`config.mk`:
```
export PLATFORM = sky130hd
export DESIGN_NAME = clk_div_counter
export DESIGN_NICKNAME = d
export VERILOG_FILES = /design/src/rtl/clk_div_counter_pkg.sv /design/src/rtl/clk_tick_gen.sv /design/src/rtl/clk_div_counter.sv
export SDC_FILE = /design/constraint.sdc
export NUM_CORES = 1
export LEC_CHECK = 0
export BUFFER_PORTS_ARGS = -buffer_cell sky130_fd_sc_hd__clkbuf_2
export CAP_MARGIN = 20
export CORE_MARGIN = 2
export CORE_UTILIZATION = 50
export CTS_BUF_LIST = sky130_fd_sc_hd__clkbuf_16
export CTS_CLUSTER_DIAMETER = 80
export DETAILED_ROUTE_END_ITERATION = 12
export GPL_TIMING_DRIVEN = 0
export PLACE_DENSITY = 0.75
export SLEW_MARGIN = 5
export SYNTH_ARGS = -nofsm -noshare
export SYNTH_HDL_FRONTEND = slang
export SYNTH_SLANG_ARGS = --single-unit
```
`constraint.sdc`:
```
create_clock -name CLK -period 3.8 [get_ports CLK]
set_input_delay 0.76 -clock CLK [delete_from_list [all_inputs] [get_ports CLK]]
set_output_delay 0.76 -clock CLK [all_outputs]
set_load 0.05 [all_outputs]
```
`src/rtl/clk_div_counter_pkg.sv`:
```
// Shared constants and helpers for the clk_div_counter block.
//   DIR_UP / DIR_DOWN   : encodings of the DIR input
//   MODE_WRAP / MODE_SAT: encodings of the SATURATE parameter
//   clog2()             : prescaler width helper, never returns less than 1
package clk_div_counter_pkg;

  localparam logic DIR_UP   = 1'b1;
  localparam logic DIR_DOWN = 1'b0;

  localparam int unsigned MODE_WRAP = 0;
  localparam int unsigned MODE_SAT  = 1;

  // Bits needed to hold 0..value-1; at least one so a PRESCALE of 1 still
  // yields a legal (constant-zero) phase register.
  function automatic int unsigned clog2(input int unsigned value);
    int unsigned bits;
    bits = 0;
    for (int i = 0; i < 32; i++) begin
      if ((64'd1 << i) < 64'(value)) bits = i + 1;
    end
    return (bits == 0) ? 1 : bits;
  endfunction

endpackage

```
`src/rtl/clk_tick_gen.sv`:
```
// Prescaler for clk_div_counter: emits one TICK every PRESCALE enabled cycles.
// Ports:
//   CLK    : system clock
//   RST    : synchronous active-high reset (phase -> 0, TICK forced low)
//   EN     : advance the phase; low holds it
//   CLR_PH : synchronous phase clear (counter clear or load)
//   TICK   : combinational step strobe, high on the last phase while EN=1
module clk_tick_gen
  import clk_div_counter_pkg::*;
#(
  parameter int unsigned PRESCALE = 1
) (
  input  logic CLK,
  input  logic RST,
  input  logic EN,
  input  logic CLR_PH,
  output logic TICK
);

  localparam int unsigned     PH_W    = clog2(PRESCALE);
  localparam logic [PH_W-1:0] PH_LAST = PH_W'(PRESCALE - 1);

  logic [PH_W-1:0] ph_q, ph_d;

  always_comb begin
    TICK = ~RST & EN & (ph_q == PH_LAST);
  end

  always_comb begin
    ph_d = ph_q;
    if (CLR_PH) begin
      ph_d = '0;
    end else if (EN) begin
      ph_d = TICK ? '0 : ph_q + 1'b1;
    end
  end

  always_ff @(posedge CLK) begin
    if (RST) begin
      ph_q <= '0;
    end else begin
      ph_q <= ph_d;
    end
  end

endmodule

```
`src/rtl/clk_div_counter.sv`:
```
// Prescaled up/down counter with parallel load, wrap/saturate mode, a
// selectable registered bit window for LEDs, and a registered wrap pulse.
// Ports:
//   CLK, RST       : clock, synchronous active-high reset
//   EN, DIR        : count enable, direction (1 = up)
//   CLR, LOAD      : synchronous clear / parallel load (both ignore EN)
//   LOAD_VAL       : load value
//   SHIFT          : window low-bit index for OUT
//   COUNT, OUT     : counter register, registered window COUNT[SHIFT +: OUT_W]
//   TICK, WRAP     : prescaler strobe, one-cycle wrap/saturation pulse
// Build option: define CLK_DIV_COUNTER_KEY_SYNC_EN to pass EN, DIR, CLR and
// LOAD through 2-flop synchronisers (for board keys). LOAD_VAL is not
// synchronised and must be held stable by the caller.
module clk_div_counter
  import clk_div_counter_pkg::*;
#(
  parameter int unsigned WIDTH    = 29,
  parameter int unsigned OUT_W    = 8,
  parameter int unsigned PRESCALE = 1,
  parameter int unsigned SATURATE = 0
) (
  input  logic             CLK,
  input  logic             RST,
  input  logic             EN,
  input  logic             DIR,
  input  logic             CLR,
  input  logic             LOAD,
  input  logic [WIDTH-1:0] LOAD_VAL,
  input  logic [4:0]       SHIFT,
  output logic [WIDTH-1:0] COUNT,
  output logic [OUT_W-1:0] OUT,
  output logic             TICK,
  output logic             WRAP
);

  localparam logic             SAT_MODE = (SATURATE != MODE_WRAP);
  localparam logic [WIDTH-1:0] CNT_MAX  = {WIDTH{1'b1}};

  logic en_s, dir_s, clr_s, load_s;
  logic tick;
  logic [WIDTH-1:0] count_d;
  logic [OUT_W-1:0] out_d;
  logic             wrap_d;

`ifdef CLK_DIV_COUNTER_KEY_SYNC_EN
  logic [3:0] sync1_q, sync2_q;

  always_ff @(posedge CLK) begin
    if (RST) begin
      sync1_q <= '0;
      sync2_q <= '0;
    end else begin
      sync1_q <= {LOAD, CLR, DIR, EN};
      sync2_q <= sync1_q;
    end
  end

  assign {load_s, clr_s, dir_s, en_s} = sync2_q;
`else
  assign {load_s, clr_s, dir_s, en_s} = {LOAD, CLR, DIR, EN};
`endif

  clk_tick_gen #(
    .PRESCALE(PRESCALE)
  ) u_tick_gen (
    .CLK   (CLK),
    .RST   (RST),
    .EN    (en_s),
    .CLR_PH(clr_s | load_s),
    .TICK  (tick)
  );

  assign TICK = tick;

  // Clear beats load beats step; a load on a tick cycle suppresses the step.
  always_comb begin
    count_d = COUNT;
    wrap_d  = 1'b0;
    if (clr_s) begin
      count_d = '0;
    end else if (load_s) begin
      count_d = LOAD_VAL;
    end else if (tick) begin
      case (dir_s)
        DIR_UP: begin
          if (COUNT == CNT_MAX) begin
            wrap_d  = 1'b1;
            count_d = SAT_MODE ? COUNT : '0;
          end else begin
            count_d = COUNT + 1'b1;
          end
        end
        DIR_DOWN: begin
          if (COUNT == '0) begin
            wrap_d  = 1'b1;
            count_d = SAT_MODE ? COUNT : CNT_MAX;
          end else begin
            count_d = COUNT - 1'b1;
          end
        end
        default: count_d = COUNT;
      endcase
    end
  end

  // Window bits past the top of COUNT read as zero.
  always_comb begin
    out_d = '0;
    for (int i = 0; i < int'(OUT_W); i++) begin
      int idx;
      idx = int'(SHIFT) + i;
      if (idx < int'(WIDTH)) out_d[i] = COUNT[idx];
    end
  end

  always_ff @(posedge CLK) begin
    if (RST) begin
      COUNT <= '0;
      OUT   <= '0;
      WRAP  <= 1'b0;
    end else begin
      COUNT <= count_d;
      OUT   <= out_d;
      WRAP  <= wrap_d;
    end
  end

endmodule

```
# After elaboration in Yosys (flattened, before gate mapping)
# Cells that the tools add are included.
dict set report classes {
  order_cmp 16
  n_mux 32
  eq_ne 1
  n_bitwise 15
  reduce_logical 13
  addsub 10
}
# cell count
set ops {}
lappend ops {{$mux W29} 4}
lappend ops {{$pmux W29 S2} 1}
lappend ops {{$lt A6 B5 Y1 const B} 7}
lappend ops {{$lt A6 B6 Y1 const B} 7}
lappend ops {{$bmux W1 S5} 8}
lappend ops {{$add A29 B1 Y29 const B} 1}
lappend ops {{$eq A29 B29 Y1 const B} 1}
lappend ops {{$logic_not A29 Y1} 1}
lappend ops {{$sub A29 B1 Y29 const B} 1}
lappend ops {{$add A5 B3 Y6 const B} 4}
lappend ops {{$reduce_or A2 Y1} 10}
lappend ops {{$mux W1} 18}
lappend ops {{$add A5 B2 Y6 const B} 2}
lappend ops {{$not A1 Y1} 12}
lappend ops {{$add A5 B1 Y6 const B} 1}
lappend ops {{$lt A5 B6 Y1 const B} 1}
lappend ops {{$lt A5 B5 Y1 const B} 1}
lappend ops {{$reduce_or A4 Y1} 1}
lappend ops {{$and A1 B1 Y1} 2}
lappend ops {{$pmux W1 S2} 1}
lappend ops {{$reduce_bool A2 Y1} 1}
lappend ops {{$add A1 B1 Y1 const B} 1}
lappend ops {{$or A1 B1 Y1} 1}
dict set report totals {
  output_inout_bits 39
  regBits 39
  input_bits 40
}

# Depth between registers and ports, before layout
# Gate-level depths: netlist of the first run.
dict set report logic_depth {
  depth_word 5
  mapped_depth 12
  mapped_depth_nobuf 8
}

# Hierarchy
# A second synthesis of the first run with hierarchy kept.
dict set report unflattened {
  hier_cells 549
  area_unflattened_um2 4608.2
}
# mod seq_area_each_um2 cells_per_inst area_per_inst_um2 instances
set modules_own_cells {}
lappend modules_own_cells {clk_div_counter 760.7 546 4560.6 1}
lappend modules_own_cells {clk_tick_gen 20.0 3 47.5 1}

# Worst setup path before layout of the first run
# No wires, ideal clock.
dict set report synth_path {
  kind {input-to-reg}
  from {input port SHIFT[0]}
  to {register OUT[3]}
  path_slack_ps -62
  n_path_buf 4
  stages 10
  arrival_time_ps 3729
  path_cell_list {buf_2 > buf_1 > inv_1 > ha_1 > buf_1 > clkbuf_1 > mux4_2 > mux4_2 > a221oi_1 > a211oi_1}
}
dict set report synth_between {
  elab_chain_cells 4
}
# item line_no
set synth_lines {}
lappend synth_lines {{start, declared} clk_div_counter.sv:29} ;# input logic [4:0] SHIFT,
lappend synth_lines {{$add A5 B2 Y6 (*)} clk_div_counter.sv:111} ;# idx = int'(SHIFT) + i;
lappend synth_lines {{$bmux W1 S5 or $lt A6 B5 Y1 (tied branches)} clk_div_counter.sv:112} ;# if (idx < int'(WIDTH)) out_d[i] = COUNT[idx];
lappend synth_lines {{$mux W1 (implied by the code) or $not A1 Y1 (tied branches)} --}
lappend synth_lines {{$mux W1 (implied by the code) or $reduce_or A2 Y1 (tied branches)} --}
lappend synth_lines {{end signal, assigned} clk_div_counter.sv:123} ;# OUT <= out_d;
lappend synth_lines {{end, declared} clk_div_counter.sv:31} ;# output logic [OUT_W-1:0] OUT,
# Every way passes the cells marked *; elsewhere a longest branch is shown, timed or not. The select of a mux whose other input is x is not followed.
# A chain may end at the register's enable or synchronous reset.

# Final worst setup path of the first run
dict set report layout_path {
  from {input port EN}
  to {output port TICK}
}
dict set report layout_between {
  elab_chain_cells 2
}
# item line_no
set layout_lines {}
lappend layout_lines {{start, declared} clk_div_counter.sv:24} ;# input logic EN,
lappend layout_lines {{$and A1 B1 Y1 (2 in series)} clk_tick_gen.sv:26} ;# TICK = ~RST & EN & (ph_q == PH_LAST);
lappend layout_lines {{end, declared} clk_div_counter.sv:32} ;# output logic TICK,
# Every way passes these cells.

==> results.txt, run 1 <==
TritonCTS built the clock tree. The largest individual stage delay along the critical path comes from the cell sky130_fd_sc_hd__clkbuf_1. The post-CTS resize count is 1.

The final cell count without fillers came out at around 740. The most critical setup path has its startpoint at EN. The number of cells in the design after placement came out at 730. Counting every sink on the clock net gives 39. The post-route core utilization came out at 58.3%. The total length of routed wires is 18600 µm. The number of antenna violations at the first check in global routing is 0. The largest buffer count on any clock path came out at 2. The proportion of netlist area held by the largest area contributor came out at between 20 and 25%. Registers are responsible for between 20% and 30% of the overall power.

Clock-pin slew was measured on the worst setup and hold paths at about 0.07 ns. The post-synth net total came out at approximately 600. Across the routed clock network, the largest skew measured is around 0.006 ns.

The final routed DRC violation total is 0. Buffers inserted during clock tree synthesis total 5. The setup path with the least slack is of type primary input to output port. The via count of the routed design came out at between 5000 and 6000. In this design, the largest share of critical-path delay is due to buffers and inverters. The routed via count divided by cell count is just over 7. In the post-synthesis netlist, the biggest area contributors are sky130_fd_sc_hd__mux4_2 (20%), sky130_fd_sc_hd__dfxtp_1 (17%), sky130_fd_sc_hd__xnor2_1 (5.3%). The total power after layout is about 1.5 mW. The final-report max-slew violation count came out at 0. The clock root buffer is sky130_fd_sc_hd__clkbuf_16. Data on the critical path is required at its endpoint by around 3.0 ns.

The number of port buffers is 77. The total of flip-flops plus latches after synthesis came out at 39. The biggest area contributor in the post-synthesis netlist is sky130_fd_sc_hd__mux4_2. The number of distinct library cell variants in the gate-level netlist after synthesis came out at between 60 and 70. In this run the register-to-register setup slack is approximately 0.35 ns.

The count of filler cells inserted in the layout came out at between 800 and 900. The floorplan die width came out at ~100 µm. For this run, the number of Yosys warnings is 0.

Dividing total power by cell area gives a power density of 292 nW/µm². The post-CTS setup repair buffer count is 0. The die span in y came out at between 100 and 150 µm.

The max-capacitance violation count came out at 0. Setup repair after global routing left no endpoint under its margin. The switching fraction of total power came out at 41.4%. The largest net degree at the start of global routing is 12. The signal arrival time at the worst endpoint came out at 2.92 ns. The path length in cells of the critical path came out at 6.

The number of global-route vias before repair is 5106. Combinational logic burns a little over two fifths of the power. The worst-case vdd ir drop is 0.178 mV.

The analysis attributes to cell leakage a power of roughly 1.9 nW. In this design, the stage delay of the slowest critical-path cell is about 0.57 ns. The number of cell rows came out at 35.

The number of cells produced by synthesis came out at around 540. The path category of the worst min-delay check is flip-flop to flip-flop. The count of final hold-check violations came out at 0. The DRC violation total after the first TritonRoute iteration is 562. The share of cells above drive strength 1 came out at between 20% and 30%.

The critical path capture point is TICK. The post-route clock period utilization came out at 96.8%. Relative to the synthesized area, the layout overhead comes to 14.4%.

The final net count came out at 679. The total die area came out at ~10000 µm². The largest fanout on the critical path came out at 10. The overall fraction of global-route tracks in use came out at a little under two fifths.

The pre-antenna-repair detailed-routing pass consisted of 7 iterations. The proportion of synthesized flip-flops having asynchronous set or reset came out at 0%. Clock latency on the worst-skew pair, taken at its later pin, is 0.29 ns. Hold repair after CTS inserted 0 buffers. The worst register-to-register path begins at COUNT[0]. Across all hold checks on the routed design, the worst slack comes to 0.511 ns. The placeable core region is 9110 µm². The end of the worst register-to-register path is COUNT[2]. STA classifies the critical path startpoint as a primary input. The mean routed wirelength per cell came out at between 20 and 30 µm. Cell internal power was estimated by the tool at 0.907 mW. The power spent charging and discharging nets is between 0.6 and 0.7 mW. The relative max-transition margin came out at between 40% and 50%. The area of the multi-input gates came out at 3570 µm². Setup violations remaining at the end of the flow were counted as 0. The number of cell instances on the worst register-to-register path is 9. In this run, the clock network consumes 27.6% of the power. The post-detailed-route count of antenna-violating nets came out at 0. The synthesized netlist occupies a cell area of between 4000 and 5000 µm². The critical path contains buffers and inverters numbering 5 combined. For this run, the top clock speed supported by timing is around 270 MHz.

The starting density of the core is about half. The maximum level of the CTS H-tree came out at 2. The first global-routing pass estimated between 20000 and 30000 µm of wire. The number of antenna diodes in the final layout is 0. The most used flip-flop cell after synthesis is sky130_fd_sc_hd__dfxtp_1. The part of the Yosys area used for sequential elements is ~17%.

Walking the worst path, the cells encountered are clkbuf_2 > or3b_2 > inv_1 > clkbuf_1 > clkbuf_1 > clkbuf_2. The flow ran to the end, and the final reports show no timing, DRC or antenna violations. In the final layout, flip-flops and latches occupy roughly 780 µm². After legalization and detailed placement, the total HPWL measured 13800 µm. The type of element capturing the critical path is an output port.

At the pin with the least slew margin, the transition time is roughly 0.89 ns. A synthesized cell averages around 8.6 µm². The number of placed I/O pins came out at around 80. The number of enable-type register cells in the synthesized netlist is 0. The final estimated routing congestion in global placement is approximately 1.0. The post-route minimum period is 3.68 ns.

The residual overflow from global routing came out at 0.
==> Yosys cell counts (4+ instances only) <==
cell type and instances:
sky130_fd_sc_hd__clkbuf_1 50, sky130_fd_sc_hd__mux4_2 42, sky130_fd_sc_hd__dfxtp_1 39, sky130_fd_sc_hd__nor2_1 32
sky130_fd_sc_hd__a21oi_1 30, sky130_fd_sc_hd__nor3_1 30, sky130_fd_sc_hd__xnor2_1 28, sky130_fd_sc_hd__nand2_1 27
sky130_fd_sc_hd__o21ai_0 26, sky130_fd_sc_hd__or3_1 17, sky130_fd_sc_hd__xor2_1 15, sky130_fd_sc_hd__ha_1 13
sky130_fd_sc_hd__nand3_1 13, sky130_fd_sc_hd__nor4_1 13, sky130_fd_sc_hd__o221ai_1 11, sky130_fd_sc_hd__inv_1 9
sky130_fd_sc_hd__nand4_1 9, sky130_fd_sc_hd__and4_1 8, sky130_fd_sc_hd__or4_1 8, sky130_fd_sc_hd__a311oi_1 7
sky130_fd_sc_hd__buf_1 7, sky130_fd_sc_hd__buf_2 7, sky130_fd_sc_hd__mux2i_1 7, sky130_fd_sc_hd__o211ai_1 7
sky130_fd_sc_hd__a211oi_1 6, sky130_fd_sc_hd__nor3b_2 6, sky130_fd_sc_hd__a22oi_1 5, sky130_fd_sc_hd__a31oi_1 5
sky130_fd_sc_hd__and3_1 5, sky130_fd_sc_hd__and2_1 4, sky130_fd_sc_hd__o21a_1 4
==> power groups by stage <==
stage / clock (mW) / sequential, mW / combinational [mW]
final: 0.427 / 0.454 / 0.667
after global routing: 0.441 / 0.456 / 0.705
after CTS: 0.427 / 0.452 / 0.652
after detailed placement: 0 / 0.461 / 0.649
after global placement: 0 / 0.461 / 0.643
after floorplan: 0 / 0.527 / 0.402
==> stage by stage <==
| step | TNS (ns) | setup slack (ns) | cell area (µm²) |
|---|---|---|---|
| after floorplan | 0 | 0.148 | 4640 |
| after global placement | -1.59 | -0.548 | 5170 |
| after detailed placement | -1.96 | -0.636 | 5170 |
| after CTS | 0 | 0.0715 | 5300 |
| after global routing | 0 | 0.0201 | 5310 |
| final | 0 | 0.122 | 5310 |
==> kinds of logic (layout without fill, tap and decap cells) <==
kind of cell,Yosys count,count (layout),synth area share [%]
flip-flops,39,39,16.8
multiplexers,49,49,21.9
buffers and inverters,76,161,6.33
adder cells (fa/ha/maj),13,13,3.50
XOR/XNOR,43,43,8.11
AO/OA/AOI/OAI,128,128,19.0
AND/OR/NAND/NOR,194,194,24.4
==> worst min path at each step <==
stage,startpoint,to,slack (ns),cells past startpoint
2_1_floorplan,u_tick_gen.ph_q,u_tick_gen.ph_q,0.48,1
3_3_place_gp,u_tick_gen.ph_q,u_tick_gen.ph_q,0.49,1
3_5_place_dp,u_tick_gen.ph_q,u_tick_gen.ph_q,0.50,1
4_1_cts,u_tick_gen.ph_q,u_tick_gen.ph_q,0.51,1
5_1_grt,u_tick_gen.ph_q,u_tick_gen.ph_q,0.53,1
6_report,u_tick_gen.ph_q,u_tick_gen.ph_q,0.51,1
==> sequential cells by signal, summed over array words and instances (netlist names) <==
| name | flops |
|---|---|
| u_tick_gen.ph_q | 1 |
| COUNT | 29 |
| OUT | 8 |
| WRAP | 1 |
==> per-layer routing <==
metal | track usage (%) | wire, µm | vias to the layer above
li1 | - | - | 2278
met1 | 46.2 | 6810 | 2442
met2 | 60.3 | 8770 | 396
met3 | 6.75 | 1970 | 76
met4 | 21.0 | 1010 | 0
met5 | 0 | 0 | -
==> final cells by class <==
| class | instances | share of cell area, % |
|---|---|---|
| Multi-Input combinational cell | 427 | 67.2 |
| Sequential cell | 39 | 14.7 |
| Timing Repair Buffer | 78 | 7.35 |
| Buffer | 63 | 4.67 |
| Tap cell | 111 | 2.62 |
| Clock buffer | 5 | 2.36 |
| Inverter | 12 | 0.848 |
| Clock inverter | 3 | 0.212 |
==> placed cells by master, fill, tap and decap left out, drive strengths merged, types with 11 or more instances in the layout <==
| master | netlist | routed |
|---|---|---|
| clkbuf | 50 | 133 |
| mux4 | 42 | 42 |
| dfxtp | 39 | 39 |
| nor2 | 32 | 32 |
| nor3 | 32 | 32 |
| a21oi | 31 | 31 |
| xnor2 | 28 | 28 |
| nand2 | 27 | 27 |
| o21ai | 26 | 26 |
| or3 | 18 | 18 |
| xor2 | 15 | 15 |
| nor4 | 14 | 14 |
| nand3 | 13 | 13 |
| ha | 13 | 13 |
| buf | 14 | 13 |
| o221ai | 11 | 11 |
| inv | 10 | 11 |
Note: power is estimated with default switching activity, not from simulation.
==> inputs of run 2 (changes only) <==
--- a/config.mk
+++ b/config.mk
@@ -5,6 +5,7 @@
 export SDC_FILE = /design/constraint.sdc
 export NUM_CORES = 1
 export LEC_CHECK = 0
+export ABC_AREA = 1
 export BUFFER_PORTS_ARGS = -buffer_cell sky130_fd_sc_hd__clkbuf_2
 export CAP_MARGIN = 20
 export CORE_MARGIN = 2
@@ -13,7 +14,7 @@
 export CTS_CLUSTER_DIAMETER = 80
 export DETAILED_ROUTE_END_ITERATION = 12
 export GPL_TIMING_DRIVEN = 0
-export PLACE_DENSITY = 0.75
+export PLACE_DENSITY = 0.74
 export SLEW_MARGIN = 5
 export SYNTH_ARGS = -nofsm -noshare
 export SYNTH_HDL_FRONTEND = slang
==> run 2 against run 1 <==
Sequential power shrank 1%. Largest cell class unchanged. Cell area grew 14%. Fmax grew 27%. Clock skew is essentially flat.
==> results.txt, run 2 <==
The instance count along the most critical hold path is 2 (+1). The clock latency of the later-clocked register in the worst-skew pair is 0.31 ns (+0.02 ns). The relative max-transition margin came to 47.8% (+7.1 points). The worst-case vdd ir drop came out at 0.222 mV (+25%). Setup repair after global routing left no endpoint under its margin. The number of cell instances on the worst register-to-register path came out at 9 (unchanged).

The maximum level of the CTS H-tree came out at 2 (unchanged). The library cell used most frequently in the layout, excluding fill and tap cells, is sky130_fd_sc_hd__nand2_1. The total length of routed wires came out at 21700 µm (+17%). The residual overflow from global routing came out at 0 (unchanged). The leakage power of the design is 2.85 nW (+48%). The number of global-route vias before repair is 5918 (+16%). The via count of the routed design is 6862 (+32%). The post-route minimum period came out at 2.89 ns (-0.789 ns). In the layout the commonest cells are sky130_fd_sc_hd__nand2_1 (287), sky130_fd_sc_hd__nor2_1 (147), sky130_fd_sc_hd__o21ai_0 (92). The largest registers in the layout are COUNT x29, OUT x8. The placeable core region came out at 10400 µm² (+14%). STA classifies the critical path startpoint as a primary input.

The setup TNS is 0 ns (unchanged). The post-synth net total was 1036 (+74%). The die span in y came out at 108 µm (+7.3%). The number of detailed-route iterations in the first pass came to 6 (-1). The post-CTS setup repair buffer count is 0 (unchanged). The total of flip-flops plus latches after synthesis came to 39 (unchanged). The most instantiated library cell after synthesis is sky130_fd_sc_hd__nand2_1. The proportion of netlist area held by the largest area contributor is 20.0% (-0.34 points).

TritonCTS built the clock tree. The post-CTS resize count came to 0 (-1). The maximum achievable frequency came out at 346 MHz (+27%).

More flip-flops sit in one register than any other, and that register is COUNT. The signal arrival time at the worst endpoint came out at 3.09 ns (+0.17 ns). The synthesized area per cell is 5.47 µm² (-36%). The flip-flop count of the largest register, all copies and words added was 29 (unchanged). The post-synthesis cell area is 5380 µm² (+16%). The run finished with clean final reports.

The number of warnings reported in the yosys synthesis log came out at 0 (unchanged). The setup slack on the worst flop-to-flop path came out at 1.41 ns (+1.06 ns). The overall fraction of global-route tracks in use is 38.2% (+1.2 points). The total power per unit cell area came to 279 nW/µm² (-4.5%). The most used flip-flop cell after synthesis is sky130_fd_sc_hd__dfxtp_1. The number of failing setup endpoints in the final timing report came out at 0 (unchanged). The post-detailed-route count of antenna-violating nets is 0 (unchanged). The standard cell area after detailed placement is 5930 µm² (+15%). The worst hold path belongs to the class flip-flop to flip-flop. The starting density of the core is 51.8% (+0.88 points). The antenna diode count came out at 0 (unchanged). The number of antenna violations at the first check in global routing is 0 (unchanged).

The final net count came out at 1119 (+65%). The largest net degree at the start of global routing was 15 (+3). The total half-perimeter wirelength after legalization and detailed placement is 16800 µm (+22%).

The synthesized design spends more area on one cell type than any other, namely sky130_fd_sc_hd__nand2_1. The worst clock skew on the final layout is 0.00575 ns (-0.000300 ns). The largest fanout on the critical path is 14 (+4). The routed via count divided by cell count came out at 5.70 (-19%). The number of cell rows came out at 37 (+5.7%). The final-report max-slew violation count came to 0 (unchanged). The max-capacitance violation count came out at 0 (unchanged). The final estimated routing congestion in global placement was 0.998 (about the same).

The post-CTS clock slew at the launch and capture registers of the worst setup and hold paths is 0.06 ns (about the same). In the post-synthesis netlist, the biggest area contributors are sky130_fd_sc_hd__nand2_1 (20%), sky130_fd_sc_hd__dfxtp_1 (15%), sky130_fd_sc_hd__nor2_1 (10%). The part of the Yosys area used for sequential elements came out at 14.5% (-2.3 points).

The mean routed wirelength per cell is 18.0 µm (-28%). The final cell count without fillers is 1203 (+63%). The number of distinct library cell variants in the gate-level netlist after synthesis is 46 (-27%). The required time of the critical path was 4.00 ns (+0.96 ns). The total die area came out at 11600 µm² (+15%). The share of cells above drive strength 1 was 16.7% (-8.0 points). The largest buffer count on any clock path came out at 2 (unchanged). The finished layout cell area was 6070 µm² (+14%).

The proportion of synthesized flip-flops having asynchronous set or reset is 0% (unchanged). The global-route wire length before repair came out at 33300 µm (+18%). The number of hold-repair buffers added at the cts stage came out at 0 (unchanged). The final routed DRC violation total came out at 0 (unchanged). The floorplan die width is 108 µm (+7.3%). The DRC violation total after the first TritonRoute iteration came to 883 (+57%). The number of port buffers came out at 76 (-1.3%). The area added between synthesis and finish came out at 12.9%. The number of sinks driven by the clock tree came to 39 (unchanged). The count of final hold-check violations came to 0 (unchanged).

The post-route clock period utilization is 76.0% (-21 points). After synthesis, the most frequently instantiated cells are sky130_fd_sc_hd__nand2_1 (287), sky130_fd_sc_hd__nor2_1 (147), sky130_fd_sc_hd__o21ai_0 (92). The worst-margin pin slew is 0.780 ns (-0.106 ns). The worst setup path is of the primary input to flip-flop kind.

The number of cells in the design after placement came to 1195 (+64%). The number of buffers created by CTS came out at 5 (unchanged). The number of enable-type register cells in the synthesized netlist was 0 (unchanged).

In this run the clock root is driven by a sky130_fd_sc_hd__clkbuf_16. The type of element capturing the critical path is a flip-flop. The number of cells produced by synthesis came out at 983 (+81%). The number of placed I/O pins is 79 (unchanged).
## run 2: cell types whose count changed after synthesis, sizes merged, moves of 13 or more
cell    previous run  this run
nor4              14         1
inv               10        86
mux4              42         0
nor3              32         5
nand3             13        83
xnor2             28         1
a21oi             31        47
o21ai             26       104
nor2              32       167
nand2             27       295
clkbuf            50        15
or3               18         0
buf               14        43
## run 2: where the power goes
part | switching [mW] | internal, mW | total (mW) | leakage (nW)
logic | 0.570 | 0.229 | 0.799 | 2.46
clock network | 0.202 | 0.241 | 0.443 | 0.0710
registers | 0.0148 | 0.434 | 0.448 | 0.319
## run 2: kinds of logic after synthesis
family                     after synthesis  synth area share, %
adders and majority gates               13                 3.03
buffers and inverters                  147                 12.2
DFF                                     39                 14.5
xor gates and xnor gates                19                 3.23
AOI/OAI and AO/OA                      184                 19.0
and+or+nand+nor                        577                 47.3
muxes                                    4                0.745
## run 2: per-layer routing
metal	up-vias	routed length (µm)	global-route usage [%]
met5	-	0	0
li1	3367	-	-
met1	3062	9690	55.2
met2	383	8500	52.4
met3	50	2720	11.5
met4	0	748	14.6
## run 2: per-stage QoR
stage                     utilization [%]  total power, mW  setup WS (ns)  hold slack, ns
final                                58.5             1.69          0.911           0.480
after CTS                            58.5             1.67          0.956           0.475
after detailed placement             57.2             1.23          0.647           0.466
after floorplan                         -             1.02           1.24           0.442
after global placement               57.2             1.22          0.632           0.458
after global routing                 58.5             1.78          0.642           0.510
## run 2: worst paths after layout
check | from | end
max | SHIFT[1] | OUT[5]
min | u_tick_gen.ph_q | u_tick_gen.ph_q
max reg2reg | COUNT[1] | COUNT[12]
min reg2reg | u_tick_gen.ph_q | u_tick_gen.ph_q
## run 2: critical path, cell delays in order
cell and delay (ns):
sky130_fd_sc_hd__clkbuf_2 0.23, sky130_fd_sc_hd__clkinv_1 0.26, sky130_fd_sc_hd__buf_2 0.28, sky130_fd_sc_hd__ha_1 0.33, sky130_fd_sc_hd__clkinv_1 0.18, sky130_fd_sc_hd__clkbuf_1 0.25
sky130_fd_sc_hd__o21ai_0 0.30, sky130_fd_sc_hd__nor2_1 0.07, sky130_fd_sc_hd__o21a_1 0.21, sky130_fd_sc_hd__o21ai_0 0.14, sky130_fd_sc_hd__nor2_1 0.05
## run 2: area by class of cell
class / count / area (µm²)
fill: 1146 / 4300
multi-input combinational: 797 / 3940
sequential: 39 / 781
timing repair buffer: 76 / 380
inverter: 89 / 337
buffer: 58 / 319
tap: 136 / 170
clock buffer: 5 / 125
clock inverter: 3 / 16.3
==> inputs of run 3 (changes only) <==
--- a/config.mk
+++ b/config.mk
@@ -14,7 +14,7 @@
 export CTS_CLUSTER_DIAMETER = 80
 export DETAILED_ROUTE_END_ITERATION = 12
 export GPL_TIMING_DRIVEN = 0
-export PLACE_DENSITY = 0.74
+export PLACE_DENSITY = 0.71
 export SLEW_MARGIN = 5
 export SYNTH_ARGS = -nofsm -noshare
 export SYNTH_HDL_FRONTEND = slang
==> constraint.sdc (replaced) <==
create_clock -name CLK -period 2.7 [get_ports CLK]
set_input_delay 0.54 -clock CLK [delete_from_list [all_inputs] [get_ports CLK]]
set_output_delay 0.54 -clock CLK [all_outputs]
set_load 0.05 [all_outputs]
==> run 3 against run 2 <==
First-iteration DRC count is 2.5% lower. Sequential power increased by 41%. Count of clock-buffer cells in the layout did not move. Setup slack worse by 0.76 ns. Die area unchanged. Combinational power up 40%. Sequential share of layout area hardly changed. Flip-flop and latch count did not move. Clock skew decreased by 0.0027 ns. Core utilization increased by 0.19 points. Final cell count increased by 0.17%. Cell area grew 0.33%. Highest routed layer unchanged.
==> results.txt, run 3 (synthesized netlist as in run 2, its figures left out) <==
The switching fraction of total power came out at 46.4% (-0.20 points). The starting density of the core is 51.8% (unchanged). The total power after layout was 2.37 mW (+41%). The worst hold path belongs to the class primary input to flip-flop.

Derived from the worst setup path, the maximum achievable clock frequency is 393 MHz. The die span in y came to 108 µm (unchanged). The largest registers in the layout are COUNT x29, OUT x8. The library cell used most frequently in the layout, excluding fill and tap cells, is sky130_fd_sc_hd__nand2_1.

The leakage power of the design is 2.86 nW (+0.39%). The startpoint identified for the worst hold timing path is EN. The mean routed wirelength per cell is 18.0 µm (about the same).

The worst hold slack after final layout came out at 0.435 ns (-0.0448 ns). The worst-margin pin slew came out at 0.745 ns (-0.0345 ns). The post-route core utilization was 58.7% (+0.19 points). The final net count was 1121 (+0.18%). The area added between synthesis and finish came out at 13.2%.

The post-detailed-route count of antenna-violating nets is 0 (unchanged). The number of port buffers is 76 (unchanged). The final-report max-slew violation count came out at 0 (unchanged). The count of filler cells inserted in the layout came out at 1145 (-0.087%). The post-route clock period utilization is 94.3%.

The internal cell power came to 1.27 mW (+41%). The number of detailed-route iterations in the first pass came to 6 (unchanged). The buffer and inverter count on the worst path came out at 4 (-1).

TritonCTS built the clock tree. The maximum single-stage delay on the critical path is 0.34 ns (about the same). The register with the most flip-flops in the final layout is COUNT. The final routed DRC violation total is 0 (unchanged). The startpoint identified for the worst register-to-register timing path is COUNT[1].

The signal arrival time at the worst endpoint is 2.74 ns (-0.35 ns). The power spent charging and discharging nets is 1.10 mW (+40%). The global-route wire length before repair was 32700 µm (-1.9%).

The flip-flop count of the largest register, all copies and words added came out at 29 (unchanged). The pre-CTS setup slack is -0.263 ns (-0.909 ns). The clock latency of the later-clocked register in the worst-skew pair came out at 0.30 ns (about the same). The top cell types in the final layout, fill and taps aside, are sky130_fd_sc_hd__nand2_1 (287), sky130_fd_sc_hd__nor2_1 (147), sky130_fd_sc_hd__o21ai_0 (90).

The final estimated routing congestion in global placement was 1.10 (+10%). The number of placed I/O pins is 79 (unchanged). The largest buffer count on any clock path came out at 2 (unchanged).

The routed via count divided by cell count is 5.73 (+0.50%). STA classifies the critical path startpoint as a primary input. The overall fraction of global-route tracks in use was 37.6% (-0.58 points). The setup path with the least slack is of type primary input to flip-flop.

The antenna diode count came to 0 (unchanged). The setup slack after layout came to 0.154 ns (-0.756 ns). The total half-perimeter wirelength after legalization and detailed placement is 16800 µm (-0.10%). The relative max-transition margin came out at 50.1% (+2.3 points).

The largest net degree at the start of global routing was 15 (unchanged). The total die area is 11600 µm² (unchanged). The share of cells above drive strength 1 is 17.0% (+0.34 points). The max-capacitance violation count is 0 (unchanged). The post-CTS clock slew at the launch and capture registers of the worst setup and hold paths is 0.06 ns (about the same). The via count of the routed design came out at 6908 (+0.67%). The total length of routed wires is 21700 µm (about the same). The required time of the critical path came to 2.89 ns (-1.11 ns). The placeable core region came out at 10400 µm² (unchanged). The number of buffers created by CTS was 5 (unchanged).

The critical path goes through clkbuf_2 > clkinvlp_4 > buf_2 > ha_1 > clkbuf_1 > or2_2 > o21ai_1 > nor2_1 > o21a_1 > o21ai_0 > nor2_1. Among cell families on the critical path, the largest total delay comes from buffers and inverters. The slowest stage of the critical path belongs to the cell sky130_fd_sc_hd__or2_2. The worst setup path is captured at a flip-flop.

The number of antenna violations at the first check in global routing came to 0 (unchanged). Tracing the worst setup path back leads to its startpoint at SHIFT[1]. The cell that appears most often on the critical path is sky130_fd_sc_hd__nor2_1. The sequential share of power was 26.5% (about the same). The worst-case vdd ir drop is 0.346 mV (+56%). The number of sinks driven by the clock tree was 39 (unchanged). The total power per unit cell area is 390 nW/µm² (+40%). The number of failing setup endpoints in the final timing report is 0 (unchanged). The floorplan die width is 108 µm (unchanged). The share of power burned in combinational logic is 47.3% (about the same). The post-route minimum period came out at about 2.5 ns. The maximum level of the CTS H-tree is 2 (unchanged). The largest fanout on the critical path is 14 (unchanged). The clock power share is 26.2% (about the same). The DRC violation total after the first TritonRoute iteration came out at 861 (-2.5%).

The residual overflow from global routing is 0 (unchanged). The number of cell rows came to 37 (unchanged). The number of global-route vias before repair is 6015 (+1.6%). The clock root buffer is sky130_fd_sc_hd__clkbuf_16. The count of final hold-check violations is 0 (unchanged). The run finished with clean final reports.

The worst clock skew on the final layout is 0.00305 ns (-0.00269 ns).
[run 3: cell types whose count changed in the layout (fill, tap and decap cells not counted), sizes merged]
cell      delta
clkinv       -1
buf          +2
clkinvlp     +1
[run 3: power by group through the flow]
stage          Sequential (mW)  Clock [mW]  Combinational, mW
5_1_grt                  0.633       0.651               1.22
6_report                 0.630       0.622               1.12
4_1_cts                  0.630       0.629               1.09
3_3_place_gp             0.642           0               1.08
2_1_floorplan            0.762           0              0.671
3_5_place_dp             0.643           0               1.08
[run 3: path summary, 6_finish.rpt]
kind | to | slack (ns) | depth (start not counted)
worst max-delay path | OUT[5] | 0.15 | 11
worst min-delay path | u_tick_gen.ph_q | 0.43 | 2
worst max register to register | COUNT[8] | 0.38 | 8
worst min register to register | u_tick_gen.ph_q | 0.48 | 2
[run 3: repair_timing]
item / CTS / global route
hold buffers: 0 / 0
buffers inserted: 0 / 2
endpoints found under the hold margin: 0 / 0
setup endpoints to repair: 0 / 4
gates resized for setup: 0 / 5
[run 3: worst reg2reg max path, cell delays in order, from the launching register on]
cell,delay (ns)
sky130_fd_sc_hd__dfxtp_1,0.55
sky130_fd_sc_hd__ha_1,0.37
sky130_fd_sc_hd__nand2_1,0.20
sky130_fd_sc_hd__nor2_4,0.24
sky130_fd_sc_hd__nand2_4,0.11
sky130_fd_sc_hd__xor2_1,0.15
sky130_fd_sc_hd__o21ai_0,0.35
sky130_fd_sc_hd__o21ai_0,0.14
sky130_fd_sc_hd__a21oi_1,0.14
[run 3: metrics by stage]
step                      cell area, µm²   TNS, ns  cells
after floorplan                     5380         0    983
after global placement              5930    -0.734   1195
after detailed placement            5930    -0.729   1195
after CTS                           6070         0   1203
after global routing                6090  -0.00393   1205
final                               6090         0   1205
[run 3: final cells by class]
class	instances	area [µm²]	share of cell area (%)
Clock inverter	3	16.3	0.267
Buffer	58	320	5.26
Sequential cell	39	781	12.8
Inverter	89	340	5.59
Clock buffer	5	125	2.06
Tap cell	136	170	2.79
Timing Repair Buffer	78	395	6.49
Multi-Input combinational cell	797	3940	64.7
[run 3: per-layer routing]
layer | up-vias | part of all wire, % | global-route usage (%)
met5 | - | 0 | 0
met1 | 3049 | 44 | 55.1
li1 | 3366 | - | -
met3 | 60 | 13 | 8.41
met2 | 433 | 39 | 51.6
met4 | 0 | 4.1 | 17.0
